===== src/rtl/ff_pipe.sv =====
// ff_pipe: elastic pipeline register of DEPTH stages, WIDTH bits each.
// Each stage carries its own valid bit. Stages move under a combinational
// ready chain, so empty stages (bubbles) collapse even while the output is
// stalled. A registered occupancy count and a synchronous flush are included.
//
// Optional feature macro: FF_PIPE_DATA_RESET_EN
//   defined   -> data registers are reset by res_n and cleared by flush.
//   undefined -> only the valid bits are reset and flushed. The data
//                registers carry no reset.
module ff_pipe #(
  parameter int WIDTH = 8,
  parameter int DEPTH = 2
) (
  input  logic                       clk,
  input  logic                       res_n,
  input  logic [WIDTH-1:0]           D,
  input  logic                       in_valid,
  output logic                       in_ready,
  output logic [WIDTH-1:0]           Q,
  output logic                       out_valid,
  input  logic                       out_ready,
  input  logic                       flush,
  output logic [$clog2(DEPTH+1)-1:0] count
);

  localparam int CW = $clog2(DEPTH+1);

  logic [WIDTH-1:0] data_q   [DEPTH];
  logic [WIDTH-1:0] data_d   [DEPTH];
  logic [WIDTH-1:0] up_data  [DEPTH];
  logic [DEPTH-1:0] valid_q;
  logic [DEPTH-1:0] valid_d;
  logic [DEPTH-1:0] up_valid;
  logic [DEPTH:0]   rdy;
  logic [CW-1:0]    count_q;
  logic [CW-1:0]    count_d;
  logic             accept;
  logic             emit;

  // Upstream source of each stage: the pipe input for stage 0, the previous stage otherwise.
  for (genvar gi = 0; gi < DEPTH; gi++) begin : g_up
    if (gi == 0) begin : g_first
      assign up_data[gi]  = D;
      assign up_valid[gi] = in_valid;
    end else begin : g_rest
      assign up_data[gi]  = data_q[gi-1];
      assign up_valid[gi] = valid_q[gi-1];
    end
  end

  // Ready chain, evaluated from the output side back to the input side.
  always_comb begin
    rdy        = '0;
    rdy[DEPTH] = out_ready;
    for (int i = DEPTH - 1; i >= 0; i--) begin
      rdy[i] = ~valid_q[i] | rdy[i+1];
    end
  end

  // Hold in_ready low while reset is asserted. Flush also blocks new input.
  assign in_ready = rdy[0] & ~flush & res_n;
  assign accept   = in_valid & in_ready;
  assign emit     = valid_q[DEPTH-1] & out_ready;

  // Next valid bits: a stage loads when ready, and flush clears everything.
  always_comb begin
    valid_d = valid_q;
    for (int i = 0; i < DEPTH; i++) begin
      if (rdy[i]) valid_d[i] = up_valid[i];
    end
    if (flush) valid_d = '0;
  end

  // Next data words: a stage loads when ready, otherwise it holds.
  always_comb begin
    for (int i = 0; i < DEPTH; i++) begin
      data_d[i] = data_q[i];
      if (rdy[i]) data_d[i] = up_data[i];
`ifdef FF_PIPE_DATA_RESET_EN
      if (flush) data_d[i] = '0;
`endif
    end
  end

  // Occupancy bookkeeping. It cannot wrap, because accept is impossible when full without emit.
  always_comb begin
    count_d = count_q + CW'(accept) - CW'(emit);
    if (flush) count_d = '0;
  end

  // Valid bits and count, asynchronously cleared.
  always_ff @(posedge clk or negedge res_n) begin
    if (!res_n) begin
      valid_q <= '0;
      count_q <= '0;
    end else begin
      valid_q <= valid_d;
      count_q <= count_d;
    end
  end

`ifdef FF_PIPE_DATA_RESET_EN
  // Data registers with reset, so that Q reads 0 after reset.
  always_ff @(posedge clk or negedge res_n) begin
    if (!res_n) begin
      for (int i = 0; i < DEPTH; i++) data_q[i] <= '0;
    end else begin
      for (int i = 0; i < DEPTH; i++) data_q[i] <= data_d[i];
    end
  end
`else
  // Data registers without reset. Their contents only matter when the matching valid bit is set.
  always_ff @(posedge clk) begin
    for (int i = 0; i < DEPTH; i++) data_q[i] <= data_d[i];
  end
`endif

  assign Q         = data_q[DEPTH-1];
  assign out_valid = valid_q[DEPTH-1];
  assign count     = count_q;

endmodule


===== config.mk =====
export PLATFORM = sky130hd
export DESIGN_NAME = ff_pipe
export DESIGN_NICKNAME = d
export VERILOG_FILES = /design/src/rtl/ff_pipe.sv
export SDC_FILE = /design/constraint.sdc
export NUM_CORES = 1
export LEC_CHECK = 0
export ABC_CLOCK_PERIOD_IN_PS = 1600
export CAP_MARGIN = 20
export CORE_MARGIN = 8
export CORE_UTILIZATION = 39
export CTS_CLUSTER_DIAMETER = 100
export CTS_CLUSTER_SIZE = 12
export DETAILED_ROUTE_END_ITERATION = 16
export GPL_TIMING_DRIVEN = 0
export PLACE_DENSITY_LB_ADDON = 0.15
export SLEW_MARGIN = 25
export SYNTH_ARGS = -nofsm -noshare
export SYNTH_HDL_FRONTEND = slang
export SYNTH_SLANG_ARGS = --single-unit

===== constraint.sdc =====
create_clock -name clk -period 1.6 [get_ports clk]
set_clock_uncertainty 0.05 [all_clocks]
set_input_delay 0.32 -clock clk [delete_from_list [all_inputs] [get_ports clk]]
set_output_delay 0.32 -clock clk [all_outputs]
set_load 0.01 [all_outputs]

==> results of run 1 <==
## sequential cells by signal, indices dropped and copies added, names as in the netlist
signal	flops
data_q	16
valid_q	2
count	2
## routing by layer
layer / track usage [%] / part of all wire [%] / vias to the layer above
met1: 7.821 / 41 / 204
met4: 2.041 / 0 / 0
li1: - / - / 213
met5: 0 / 0 / -
met2: 13.08 / 49 / 15
met3: 3.011 / 10 / 0
## area by class of cell
type	count	area [um^2]	share of cell area, %
Tap cell	27	33.78	2.997
Clock inverter	1	30.03	2.664
Buffer	8	60.06	5.327
Clock buffer	3	22.52	1.998
Inverter	3	11.26	0.9989
Sequential cell	20	580.6	51.50
Multi-Input combinational cell	12	117.6	10.43
Timing Repair Buffer	29	271.5	24.08
## worst max-delay path by stage
stage | startpoint | end | slack (ps) | cells after the start
after detailed placement | out_ready | in_ready | -800 | 4
final | valid_q[1] | count[1] | -40 | 8
after CTS | valid_q[1] | count[1] | -60 | 8
after global routing | valid_q[1] | count[1] | -100 | 8
after global placement | out_ready | in_ready | -780 | 4
after floorplan | valid_q[1] | count[1] | -110 | 7
## cell families after synthesis
kind of cell	after synthesis
buf+inv	11
xor+xnor	1
compound gates	2
flops	20
simple gates	7
fa+ha+maj	2
## power by group through the flow
stage	combinational, W	sequential (W)	clock, W
finish	0.000126	0.000609	0.000396
detailed placement	0.000135	0.000620	0
CTS	0.000125	0.000610	0.000403
global placement	0.000134	0.000619	0
global route	0.000138	0.000613	0.000436
floorplan	0.0000512	0.000621	0
## repair_timing
item / in CTS / in global routing
pin swaps: 3 / 3
cloned: 0 / 0
buffers inserted: 2 / 2
setup endpoints to repair: 12 / 4
endpoints found under the hold margin: 4 / 0
gates resized for setup: 20 / 3
hold buffers: 1 / 0
## cells in the mapped netlist
cell type | count | share of area [%]
nand2b_1 | 1 | 0.83
xnor3_1 | 1 | 3.0
edfxtp_1 | 16 | 63
inv_1 | 3 | 1.5
nor2b_1 | 1 | 0.83
and2_1 | 1 | 0.83
ha_1 | 2 | 3.3
and3b_1 | 1 | 1.2
nor2_1 | 1 | 0.50
buf_4 | 8 | 7.9
nand3b_1 | 1 | 0.99
a21oi_1 | 2 | 1.3
dfrtp_1 | 4 | 13
nand4b_1 | 1 | 1.2
## cell usage in the layout, fill, tap and decap left out, types with 2 or more instances in the layout
| master | netlist | routed |
|---|---|---|
| edfxtp_1 | 16 | 16 |
| dlygate4sd2_1 | 0 | 13 |
| buf_4 | 8 | 11 |
| clkdlybuf4s50_1 | 0 | 9 |
| dfrtp_1 | 4 | 4 |
| clkbuf_4 | 0 | 3 |
| inv_1 | 3 | 2 |
| a21oi_1 | 2 | 2 |
| buf_6 | 0 | 2 |
## stage by stage
step | total power, W | area, um^2 | setup TNS [ps] | instances
6_report | 0.001131 | 1127 | -62.13 | 103
5_1_grt | 0.001187 | 1127 | -209.2 | 103
4_1_cts | 0.001138 | 1110 | -55.31 | 101
3_5_place_dp | 0.0007552 | 1031 | -2368 | 94
3_3_place_gp | 0.0007530 | 1031 | -2314 | 94
2_1_floorplan | 0.0006721 | 757.0 | -211.5 | 43
==> metrics.txt, run 1 <==
row count 16; CP Data Arrival Time 1820 ps; Die Ht 60.06 um; Clock power frac 35.0%; worst path bufs/invs 2; setup slack after layout -37.58 ps; Setup Viol. Count Final 2; XOR/XNOR Fraction of Synth Area 2.975%; Final nets 92; CTS tree done; Pwr Density about 1000 mW/mm^2; CP Launch Type flop; synth warn 0; critical path type reg -> reg; post-synthesis mux area share 0%; Tightest Pin Transition 405.3 ps; htree depth 1; CTS buffer count 3; required time of the critical path 1780 ps; Root Buffer clkbuf_4; WL final 1229 um; slew margin rel. ~73%; fmax 610.7 MHz; crit path capture type flop; total global-route track usage 7.391%; FF+latch count, synth 20; Vias ~430; CP max stage delay 410 ps; failing checks setup timing; grt total ovfl 0; Pre-Repair DR Iteration Count 2; largest family of logic cells by synthesized area buffers and inverters; initial antenna violation count 0; RSZ-0062 raised after global routing yes; adder-cell share of the synthesized area 3.306%; sequential area share after synthesis 76.69%; RR Startpoint valid_q[1]; slowest CP cell dfrtp_1; Worst R2R End count[1]; drt drc 0; post-DR wirelength/cell 11.93 um; minimum clock period 1638 ps; DRT antenna net count 0; status finished with violations; Syn Area/Cell 17.60 um^2; Initial Util roughly two fifths; clk_lat worst skew 280 ps; Internal 0.0009324 W; Post-Synthesis Cell Area 757.0 um^2; fin crit share 102.3%; clock slew at reported path FFs ~110 ps; combinational share of power 11.2%; Crit path max-delay family flip-flops; clk sinks 20; switching power 0.0001990 W; worst path cell trace nand3b_1, buf_6, nand4b_1, ha_1, inv_2, ha_4, xnor3_1, nor2_1; final number of hold-violating endpoints 0; Post-Syn Instances 43; largest net degree at the start of global routing 13; Die Width approximately 60 um; CTS Buffer Depth 2; Hold Crit Start flush; core outline area 0.001902 mm^2; hold depth 2; Leak 0.5064 nW; count of cell types in the netlist 14; max-cap violation count 0; hold crit path type in -> reg; die area 0.003607 mm^2; detailed-placement wirelength estimate ~890 um; Fillers 145; flop-to-flop setup slack -40 ps; Final Slew Violations 0; first-pass GRT wire length 1966 um; area grow syn2layout 48.93%; io pins 25; power share of the sequential group 53.9%; Hold Path End count[0]; diodes inserted 0; worst hold slack 370.9 ps; worst slack, placed -798.8 ps; critical path fanouts, max 3; vias per inst 4.194; layout cells sized above 1 25.00%; count of input and output buffers 24; starting DRC count in detailed routing 8; simple-gate share of the synthesized area 6.281%; VDD IR max approximately 0.54 mV; sw frac 17.59%; Core Util, Final between 50% and 60%; r2r worst-path depth 8; vias in the first global route 458; GP Congestion between 0.6 and 0.7; syn nets 58; Synth Area in Compound Gates 1.322%
Power figures use the tool's default switching activity.
==> run 2: changes to the inputs <==
Settings changed: CORE_UTILIZATION 39 to 31, HOLD_SLACK_MARGIN set to 0.15, MAX_ROUTING_LAYER set to met4.
==> run 2 against run 1 <==
The flow now finishes without violations. Combinational power shrank 4%. Final area shrank 3.9%. Core utilization shrank 14 points. Wire length shrank 7.2%. Sequential cell count is the same. Sequential power is essentially flat. Clock power shrank 31%. Non-clock buffer count shrank 2. Clock-buffer cell count grew 1. Setup slack gained 77 ps. Power shrank 11%.
==> metrics.txt, run 2 (synthesized netlist as in run 1, its figures left out) <==
first-pass GRT wire length 1787 um; met3 wire length 134 um; Initial Util approximately a third; minimum clock period 1560 ps; core outline area 0.002387 mm^2; CTS buffer count 3; Setup Viol. Count Final 0; Final Instance Area 0.001084 mm^2; total global-route track usage 5.584%; Die Width 65.42 um; starting DRC count in detailed routing 2; hold crit path type in -> reg; Core Util, Final 45.39%; setup slack after layout just under 40 ps; CTS tree done; VDD IR max 0.4482 mV; Final nets 90; max reg flops 16; drt drc 0; layout cells sized above 1 21.62%; final number of hold-violating endpoints 0; Die Ht 65.42 um; DRT antenna net count 0; vias in the first global route between 400 and 500; largest net degree at the start of global routing 12; CP Launch Type flop; most frequent cells in the layout edfxtp_1 (16), dlygate4sd2_1 (12), buf_4 (10); vias per inst around 3.9; Tightest Pin Transition 408.6 ps; required time of the critical path ~1800 ps; clk_lat worst skew 280 ps; CTS Buffer Depth 2; htree depth 1; Leak 0.5057 nW; count of input and output buffers 24; Root Buffer clkbuf_4; detailed-placement wirelength estimate 885.1 um; top layer in use met3; critical path fanouts, max 3; initial antenna violation count 0; row count 18; largest register by flop count data_q; post-DR wirelength/cell 10.97 um; GP Congestion 0.5959; worst slack, placed -777.4 ps; DP Area 0.001035 mm^2; slew margin rel. 72.76%; io pins 25; flop-to-flop setup slack 40 ps; critical path type reg -> reg; grt total ovfl 0; Final Slew Violations 0; RSZ-0062 raised after global routing yes; Pre-Repair DR Iteration Count 3; Vias between 400 and 500; wire length on met1 421 um; Pwr Density 926.8 mW/mm^2; commonest non-fill, non-tap cell in the layout edfxtp_1; status completed; clock slew at reported path FFs 100 ps; max-cap violation count 0; worst hold slack 366.0 ps; WL met2 585 um; die area 0.004279 mm^2; fin crit share between 90% and 100%; CP Data Arrival Time 1740 ps; crit path capture type flop; diodes inserted 0; fmax roughly 640 MHz; clk sinks 20; WL final 1141 um; area grow syn2layout 43.14%
-- run 2: routing by layer --
layer / track usage (%) / vias up
li1: - / 205
met1: 4.938 / 181
met2: 9.717 / 17
met3: 3.401 / 0
met4: 1.635 / 0
met5: - / -
-- run 2: what timing repair did --
item                                    4_1_cts  5_1_grt
endpoints found under the hold margin         4        0
pin swaps                                     3        4
hold buffers                                  1        0
setup buffers                                 2        1
endpoints found under the setup margin       12        4
gates resized for setup                      17        3
-- run 2: final timing paths --
kind | start | to | cells after the start
worst max-delay path | valid_q[1] | count[1] | 7
max in group asynchronous | res_n | count[0] | 2
worst max register to register | valid_q[1] | count[1] | 7
worst min register to register | data_q[0][2] | data_q[0][10] | 0
worst min-delay path | flush | valid_q[0] | 2
min in group asynchronous | res_n | valid_q[0] | 2
-- run 2: area by class of cell --
type	instances	area (um^2)
buffer	8	60.06
inverter	3	11.26
tap	30	37.54
timing repair buffer	27	250.2
sequential	20	580.6
clock buffer	4	36.28
multi-input combinational	12	107.6
fill	241	1304
-- run 2: power by group --
group          internal (W)  switching (W)  leakage (nW)  total [W]
registers          0.000598     0.00000987         0.221   0.000607
clock network      0.000138       0.000137        0.0210   0.000275
logic             0.0000796      0.0000418         0.263   0.000121
total              0.000815       0.000189         0.506    0.00100
-- run 2: worst max-delay path: stages, from the launching register on --
cell	delay, ps
dfrtp_1	420
buf_4	140
and2_4	140
ha_1	280
inv_1	60
ha_1	140
xnor3_1	200
nor2_1	80
-- run 2: stage by stage --
step	setup TNS, ps	power [W]	std cells
4_1_cts	-99.98	0.001021	104
3_5_place_dp	-2418	0.0007550	97
2_1_floorplan	-211.5	0.0006721	43
3_3_place_gp	-2283	0.0007542	97
5_1_grt	-51.62	0.001053	104
6_report	0	0.001004	104
==> run 3: changes to the inputs <==
Settings changed: ABC_CLOCK_PERIOD_IN_PS 1600 to 1500.
Clock period 1.6 ns to 1.5 ns, I/O delays scaled along.
==> run 3 against run 2 <==
The run now ends with setup timing left. Sequential share of layout area decreased by 0.12 points. Largest cell class unchanged. Die area unchanged. Power is 6.3% higher. Core utilization increased by 0.10 points. Global-route usage unchanged. Sequential power up 6.8%. Critical endpoint unchanged. Clock power up 6%. Clock-buffer cell count is the same. Fmax fell by 3.1%. Final cell count grew 0.96%.
==> metrics.txt, run 3 (synthesized netlist as in run 1, its figures left out) <==
Vias around 410; Final Non-Filler Cells 105; hold depth 2; final number of hold-violating endpoints 0; die area approximately 0.0043 mm^2; hold crit path type in -> reg; fin crit share 107.4%; CP max stage delay 410 ps; area grow syn2layout 43.47%; Hold Crit Start flush; CP Data Arrival Time 1740 ps; slowest CP cell dfrtp_1; most frequent cells in the layout edfxtp_1 (16), dlygate4sd2_1 (13), buf_4 (10); initial antenna violation count 0; DRT antenna net count 0; CP Launch Type flop; setup slack after layout -111.1 ps; Pre-Repair DR Iteration Count 2; vias in the first global route around 420; status finished with violations; Tightest Pin Transition 396.0 ps; crit path capture type flop; commonest non-fill, non-tap cell in the layout edfxtp_1; critical path type reg -> reg; failing checks setup timing; slew margin rel. 73.60%; r2r worst-path depth 8; Final nets 91; clk sinks 20; Crit path max-delay family adder cells; io pins 25; largest net degree at the start of global routing 12; WL final 1131 um; Core Util, Final 45.49%; required time of the critical path between 1500 and 2000 ps; vias per inst 3.857; first-pass GRT wire length 1787 um; CTS buffer count 3; clk_lat worst skew around 280 ps; RR Startpoint valid_q[1]; critical path fanouts, max 3; row count 18; detailed-placement wirelength estimate 885.1 um; max reg flops 16; RSZ-0062 raised after global routing yes; CTS Buffer Depth 2; Final Slew Violations 0; CTS tree done; layout cells sized above 1 21.33%; worst path bufs/invs 2; minimum clock period 1611 ps; core outline area 0.002387 mm^2; GP Congestion 0.5959; DP Area about 0.0010 mm^2; Initial Util 31.71%; post-DR wirelength/cell between 10 and 15 um; Worst path most repeated cell ha_1; worst path cell trace nand3b_1, buf_6, nand4b_1, ha_1, inv_1, ha_1, xnor3_1, nor2_1; fmax roughly 620 MHz; VDD IR max 0.4790 mV; htree depth 1; Setup Viol. Count Final 2; Leak 0.4822 nW; Worst R2R End count[1]; diodes inserted 0; Final Instance Area around 0.0011 mm^2; Pwr Density about 1000 mW/mm^2; worst hold slack 346.7 ps; drt drc 0; count of input and output buffers 24; clock slew at reported path FFs around 100 ps; largest register by flop count data_q; Post-Place Cells 97; Die Width roughly 65 um; max-cap violation count 0; Hold Path End valid_q[0]; Root Buffer clkbuf_4; starting DRC count in detailed routing 1; total global-route track usage about 5.6%; grt total ovfl 0; flop-to-flop setup slack -110 ps; Die Ht 65.42 um
-- run 3: metal layers --
metal | wire length, um | track usage (%)
met1 | 411 | 4.938
met2 | 581 | 9.717
met3 | 137 | 3.401
met4 | 0 | 1.635
met5 | 0 | -
-- run 3: timing repair --
item | in CTS | in global routing
endpoints found under the setup margin | 14 | 3
gates resized for setup | 19 | 1
buffers inserted | 2 | 1
hold endpoints to repair | 4 | 0
pin swaps | 3 | 3
hold buffers | 1 | 0
-- run 3: how the worst max path moves through the flow --
stage                    start  endpoint  slack, ps  cells past startpoint
floorplan           valid_q[1]  count[1]       -210                      7
global placement     out_ready  in_ready       -840                      4
detailed placement   out_ready  in_ready       -840                      4
CTS                 valid_q[1]  count[1]       -180                      8
global route        valid_q[1]  count[1]       -210                      8
finish              valid_q[1]  count[1]       -110                      8
-- run 3: cell type report --
cell class	instances	area, um^2
Tap cell	30	37.54
Multi-Input combinational cell	12	105.1
Clock buffer	4	36.28
Timing Repair Buffer	28	255.2
Sequential cell	20	580.6
Fill cell	242	1301
Inverter	3	11.26
Buffer	8	60.06
-- run 3: power breakdown --
part           switching, W  total (W)  internal, W
registers         0.0000103   0.000648     0.000637
clock network      0.000145   0.000292     0.000148
logic             0.0000444   0.000127    0.0000830
total              0.000199    0.00107     0.000868
-- run 3: stage by stage --
stage                     setup TNS, ps  setup slack, ps  total power, W
after global routing             -438.0           -211.3        0.001121
after global placement            -3627           -842.1       0.0008045
after detailed placement          -3794           -837.4       0.0008053
after floorplan                  -411.5           -214.2       0.0007169
after CTS                        -300.0           -176.0        0.001085
final                            -201.6           -111.1        0.001067
